### config.mk
export PLATFORM = sky130hd
export DESIGN_NAME = pipelined_cla_addsub
export DESIGN_NICKNAME = d
export VERILOG_FILES = /design/src/rtl/pipelined_cla_addsub_pkg.sv /design/src/rtl/pipelined_cla_addsub_cla_group.sv /design/src/rtl/pipelined_cla_addsub.sv
export SDC_FILE = /design/constraint.sdc
export NUM_CORES = 1
export LEC_CHECK = 0
export BUFFER_PORTS_ARGS = -buffer_cell sky130_fd_sc_hd__buf_2
export CORE_MARGIN = 2
export CORE_UTILIZATION = 55
export CTS_BUF_LIST = sky130_fd_sc_hd__clkbuf_16
export CTS_CLUSTER_SIZE = 10
export DETAILED_ROUTE_END_ITERATION = 6
export MAX_ROUTING_LAYER = met4
export PLACE_DENSITY = 0.77
export SYNTH_ARGS = -nofsm -noshare
export SYNTH_HDL_FRONTEND = slang
export SYNTH_SLANG_ARGS = --single-unit
### constraint.sdc
create_clock -name clk -period 2.56 [get_ports clk]
set_input_delay 0.512 -clock clk [delete_from_list [all_inputs] [get_ports clk]]
set_output_delay 0.512 -clock clk [all_outputs]
set_load 0.01 [all_outputs]
### src/rtl/pipelined_cla_addsub_pkg.sv
// Shared definitions for the pipelined carry-lookahead adder/subtractor.
//   group_def    : default number of bits resolved per pipeline stage
//   stage_count  : pipeline depth for a given operand width and slice width
package pipelined_cla_addsub_pkg;

  localparam int GROUP_DEF = 4;

  function automatic int stage_count(input int width, input int group);
    return width / group;
  endfunction

endpackage

### src/rtl/pipelined_cla_addsub_cla_group.sv
// Purely combinational GROUP-bit carry-lookahead slice.
// Ports:
//   a, b   : slice operands (b already conditioned for subtraction)
//   cin    : carry into bit 0 of the slice
//   sum    : slice sum
//   cout   : carry out of the top bit of the slice
//   c_msb  : carry into the top bit of the slice (used for signed overflow)
module pipelined_cla_addsub_cla_group
  import pipelined_cla_addsub_pkg::*;
#(
  parameter int GROUP = GROUP_DEF
) (
  input  logic [GROUP-1:0] a,
  input  logic [GROUP-1:0] b,
  input  logic             cin,
  output logic [GROUP-1:0] sum,
  output logic             cout,
  output logic             c_msb
);

  logic [GROUP-1:0] p;
  logic [GROUP-1:0] g;
  logic [GROUP:0]   c;
  logic             prop;

  // Every carry is a flat sum of products over g/p and cin, so no carry
  // depends on another carry inside the slice.
  always_comb begin
    // NOTE: every variable gets a value on every path first, otherwise the
    // tool infers a latch to remember the old value.
    p    = a ^ b;
    g    = a & b;
    c    = '0;
    prop = 1'b0;
    c[0] = cin;
    for (int i = 0; i < GROUP; i++) begin
      c[i+1] = g[i];
      prop   = p[i];
      for (int j = i - 1; j >= 0; j--) begin
        c[i+1] = c[i+1] | (prop & g[j]);
        prop   = prop & p[j];
      end
      c[i+1] = c[i+1] | (prop & cin);
    end
  end

  assign sum   = p ^ c[GROUP-1:0];
  assign cout  = c[GROUP];
  assign c_msb = c[GROUP-1];

endmodule

### src/rtl/pipelined_cla_addsub.sv
// Pipelined carry-lookahead adder/subtractor, one GROUP-bit slice per stage.
// Ports:
//   clk, rst_n           : clock (rising edge), asynchronous active-low reset
//   in_valid / in_ready  : operand handshake; a beat transfers when both are 1
//   a, b, cin, sub       : operands; sub=1 computes a-b (cin ignored)
//   out_valid / out_ready: result handshake
//   sum, cout, ovf       : result, carry out of MSB (no-borrow when sub=1),
//                          signed overflow
// Latency is STAGES cycles; throughput is one beat per cycle.
module pipelined_cla_addsub
  import pipelined_cla_addsub_pkg::*;
#(
  parameter int WIDTH = 16,
  parameter int GROUP = GROUP_DEF
) (
  input  logic             clk,
  input  logic             rst_n,
  input  logic             in_valid,
  output logic             in_ready,
  input  logic [WIDTH-1:0] a,
  input  logic [WIDTH-1:0] b,
  input  logic             cin,
  input  logic             sub,
  output logic             out_valid,
  input  logic             out_ready,
  output logic [WIDTH-1:0] sum,
  output logic             cout,
  output logic             ovf
);

  localparam int STAGES = stage_count(WIDTH, GROUP);

  if (GROUP < 1 || WIDTH < GROUP || (WIDTH % GROUP) != 0) begin : g_bad_params
    $error("pipelined_cla_addsub: WIDTH (%0d) must be a non-zero multiple of GROUP (%0d)",
           WIDTH, GROUP);
  end

  // Inputs seen by stage k: from the ports for k=0, from register k-1 above.
  logic [STAGES-1:0][WIDTH-1:0] a_in, b_in, s_in, s_next;
  logic [STAGES-1:0]            c_in, v_in;

  // Pipeline registers: stage k holds the beat after slice k is resolved.
  logic [STAGES-1:0][WIDTH-1:0] a_q, b_q, s_q;
  logic [STAGES-1:0]            c_q, v_q, cmsb_q;

  logic [STAGES-1:0][GROUP-1:0] slice_sum;
  logic [STAGES-1:0]            slice_cout, slice_cmsb;

  logic advance;

  assign out_valid = v_q[STAGES-1];
  // The whole pipe moves as one shift register; bubbles move with it.
  assign advance   = !out_valid || out_ready;
  assign in_ready  = advance;

  always_comb begin
    a_in    = '0;
    b_in    = '0;
    s_in    = '0;
    c_in    = '0;
    v_in    = '0;
    // Subtraction is a + ~b + 1, so the borrow-free case yields cout=1.
    a_in[0] = a;
    b_in[0] = sub ? ~b : b;
    c_in[0] = sub ? 1'b1 : cin;
    v_in[0] = in_valid;
    for (int k = 1; k < STAGES; k++) begin
      a_in[k] = a_q[k-1];
      b_in[k] = b_q[k-1];
      s_in[k] = s_q[k-1];
      c_in[k] = c_q[k-1];
      v_in[k] = v_q[k-1];
    end
  end

  for (genvar k = 0; k < STAGES; k++) begin : g_slice
    pipelined_cla_addsub_cla_group #(.GROUP(GROUP)) u_cla (
      .a     (a_in[k][k*GROUP +: GROUP]),
      .b     (b_in[k][k*GROUP +: GROUP]),
      .cin   (c_in[k]),
      .sum   (slice_sum[k]),
      .cout  (slice_cout[k]),
      .c_msb (slice_cmsb[k])
    );
  end

  // Lower slices pass through untouched; slice k is filled in at stage k.
  always_comb begin
    s_next = s_in;
    for (int k = 0; k < STAGES; k++) begin
      s_next[k][k*GROUP +: GROUP] = slice_sum[k];
    end
  end

  // NOTE: every pipeline register, data included, is reset so that a reset
  // mid-operation can never expose a partial or stale result.
  always_ff @(posedge clk or negedge rst_n) begin
    if (!rst_n) begin
      v_q    <= '0;
      a_q    <= '0;
      b_q    <= '0;
      s_q    <= '0;
      c_q    <= '0;
      cmsb_q <= '0;
    end else if (advance) begin
      // NOTE: non-blocking assignments so every stage samples the values its
      // neighbour held before this edge, independent of statement order.
      v_q    <= v_in;
      a_q    <= a_in;
      b_q    <= b_in;
      s_q    <= s_next;
      c_q    <= slice_cout;
      cmsb_q <= slice_cmsb;
    end
  end

  assign sum  = s_q[STAGES-1];
  assign cout = c_q[STAGES-1];
  assign ovf  = cmsb_q[STAGES-1] ^ c_q[STAGES-1];

  // Operand bits and intermediate carry-into-MSB values that reach the tail
  // of the pipeline with no further consumer.
  logic unused_bits;
  assign unused_bits = ^{a_q[STAGES-1], b_q[STAGES-1], a_in[STAGES-1],
                         b_in[STAGES-1], cmsb_q};

endmodule
==> summary.txt <==
Logic synthesis
  • Yosys reg bits: 97
  • Top cell type's share of synthesized area: 0.561
  • Yosys top cell by area: dfrtp_1
  • Synth cell types: 27
  • Synth Area per Inst: 9.39 um^2
  • Seq/Total Area, Yosys: 0.561
  • Synthesized cell area: 0.00433 mm^2
  • Cells after Synth: 461
  • Syn nets: 521
  • Top_reg_cell synth: dfrtp_1
  • Syn. warnings: 0
  • Fraction of registers with async set/reset: 1.00
  • Post-synth EDFFs: 0
  • Synth area leaders: dfrtp_1, nand2_1, ha_1

Clock tree
  • H-tree Lvls: 3
  • Clock latency on the worst-skew pair: 0.34 ns
  • PostCTS Resize Cnt: 0
  • CTS tree: done
  • Num CTS Buffers: 9
  • Reg clk slew, reported paths: 0.06 ns
  • Hold Buf Count CTS: 0
  • Clock sinks: 97
  • Post-CTS Setup Repair Bufs: 0
  • Worst-case clock buffer depth: 2
  • CTS root buf: clkbuf_16

Detailed routing
  • DRC: 0
  • First-pass DRT Iterations: 4
  • Vias per inst: 4.99
  • Detail Route Antenna Nets: 0
  • WL final: 7.86 mm
  • 1st-iter DRT viols: 194
  • Via count: 3081
  • Wire length per cell: 12.7 um

STA
  • Final hold violation count: 0
  • # setup viols final: 0
  • Final hold slack: 0.195 ns
  • Fin crit period: 1.84 ns
  • RSZ-0062 raised after global routing: false
  • Post-route clock period utilization: 0.717
  • Pins over their slew limit: 0
  • Setup tns final: 0 ns
  • Max_slew headroom: 0.564
  • Fmax: 545 MHz
  • Actual slew at the worst max-slew pin: 0.654 ns
  • Clock skew: 0.00561 ns

Setup path
  • Critical-path top delay cell: dfrtp_1
  • Critical path peak fanout: 18
  • Critical path buffer and inverter count: 2
  • Worst EP required: 2.05 ns
  • Worst path cell trace: nor2b_4 -> inv_2 -> buf_2
  • Crit-path leading delay family: buffers and inverters
  • CP Capture Type: output pin
  • Worst EP arrival: 1.32 ns
  • CP max stage delay: 0.38 ns
  • CP startpoint kind: flop
  • Crit path kind: flop to output pin

Pwr
  • Int Pwr: 4.05 mW
  • Sequential share of power: 0.422
  • Clock power frac: 0.242
  • Combinational share of power: 0.336
  • Sw frac: 0.344
  • Pwr/cell area: 1230 mW/mm^2
  • Leak Pwr: 2.60 nW
  • Net Sw Power: 2.12 mW
  • Worst vdd ir: 0.423 mV

GRT
  • Total grt overflow: 0
  • Vias in the first global route: 3035
  • First-pass GRT wire length: 13.5 mm
  • Initial antenna violation count: 0
  • Total track usage: 0.205
  • Largest net degree at the start of global routing: 106

Floorplan
  • FP Rows: 32
  • Total die area: 0.00859 mm^2
  • Die height: 92.7 um
  • Core area: 0.00769 mm^2
  • Io pins: 58
  • Initial core utilization: 0.563
  • DIE WIDTH: 92.7 um

Layout
  • Ant diodes: 0
  • Nets: 572
  • # fillers: 637
  • Finished Core Util: 0.654
  • Share of layout cells above drive strength 1: 0.159
  • Synth-to-Final Area Change: 16.2%

Flow run
  • Maxcap violations: 0

Hold path
  • Worst Hold Class: input pin to asynchronous set/reset pin

Placed design
  • GP Congestion: 0.779
  • HPWL after DPL: 5.21 mm
  • Port bufs: 57

Run status
  • Status: complete, no violations
## stage by stage
step	setup WS, ns	instances	power, mW	cell area [um^2]
final	0.725	618	6.18	5030
after global routing	0.655	618	6.67	5030
after CTS	0.701	618	6.24	5030
after detailed placement	0.549	603	4.71	4700
after global placement	0.606	603	4.57	4700
after floorplan	0.526	461	4.10	4330
## power groups by stage
stage,clock network [mW],registers [mW],logic (mW)
finish,1.49,2.61,2.08
global route,1.57,2.70,2.41
CTS,1.52,2.61,2.11
detailed placement,0,2.63,2.07
global placement,0,2.60,1.98
floorplan,0,2.61,1.49
## cells in the final DEF (no fill, tap or decap), types with 8 or more instances in the layout
cell type | synthesis | routed
xor2_1 | 8 | 8
ha_1 | 18 | 18
nand2_1 | 217 | 217
xnor2_1 | 17 | 17
o21ai_0 | 26 | 26
a21oi_1 | 12 | 12
clkbuf_16 | 0 | 9
dfrtp_1 | 97 | 97
nor2_1 | 8 | 8
buf_2 | 14 | 56
## cells in the mapped netlist, types with 2 or more instances
master	number
a21oi_1	12
o21bai_1	3
dfrtp_1	97
fa_1	4
o21ai_1	4
nor2_1	8
inv_1	5
o21ai_0	26
xnor2_1	17
nor3_1	2
a211oi_1	6
ha_1	18
buf_6	2
buf_2	14
clkbuf_1	2
xor2_1	8
nand2_1	217
a21o_1	3
buf_4	5
## kinds of logic (layout without fill, tap and decap cells)
group / count (synthesis) / in the layout / share of synthesized area
and+or+nand+nor: 229 / 229 / 0.200
DFF: 97 / 97 / 0.561
AOI/OAI and AO/OA: 58 / 58 / 0.0781
buffers and inverters: 29 / 84 / 0.0370
xor gates and xnor gates: 25 / 25 / 0.0506
adders and majority gates: 22 / 22 / 0.0705
muxes: 1 / 1 / 0.00260
## metal layers
layer	track usage	vias to the layer above	share of wire
met2	0.330	52	0.49
met5	-	-	0
met1	0.263	1455	0.46
met3	0.0293	11	0.028
li1	-	1563	-
met4	0.0882	0	0.015
## cell type report
class	instances	area, um^2	area share
clock buffers	9	225	0.0448
flip-flops and latches	97	2430	0.483
repair buffers	63	370	0.0736
multi-input cells	335	1750	0.348
clock inverters	6	109	0.0216
inverters	6	22.5	0.00448
well taps	102	128	0.0254
## path summary, 6_finish.rpt
| kind | cells after the start | from | end | slack [ns] |
|---|---|---|---|---|
| setup / recovery | 3 | v_q[3] | in_ready | 0.72 |
| hold reg to reg | 1 | v_q[2] | v_q[3] | 0.46 |
| setup reg to reg | 4 | a_in[60] | cmsb_q[3] | 0.92 |
| max in group asynchronous | 2 | rst_n | sum[2] | 1.70 |
| min in group clk | 3 | a[15] | a_in[31] | 0.36 |
| hold / removal | 1 | rst_n | s_in[34] | 0.20 |
## state kept, by name (all words and copies together), names as in the netlist
register  flops
sum          16
s_in         24
b_in         24
a_in         24
c_q           4
v_q           4
cmsb_q        1
Note: power is estimated with default switching activity, not from simulation.
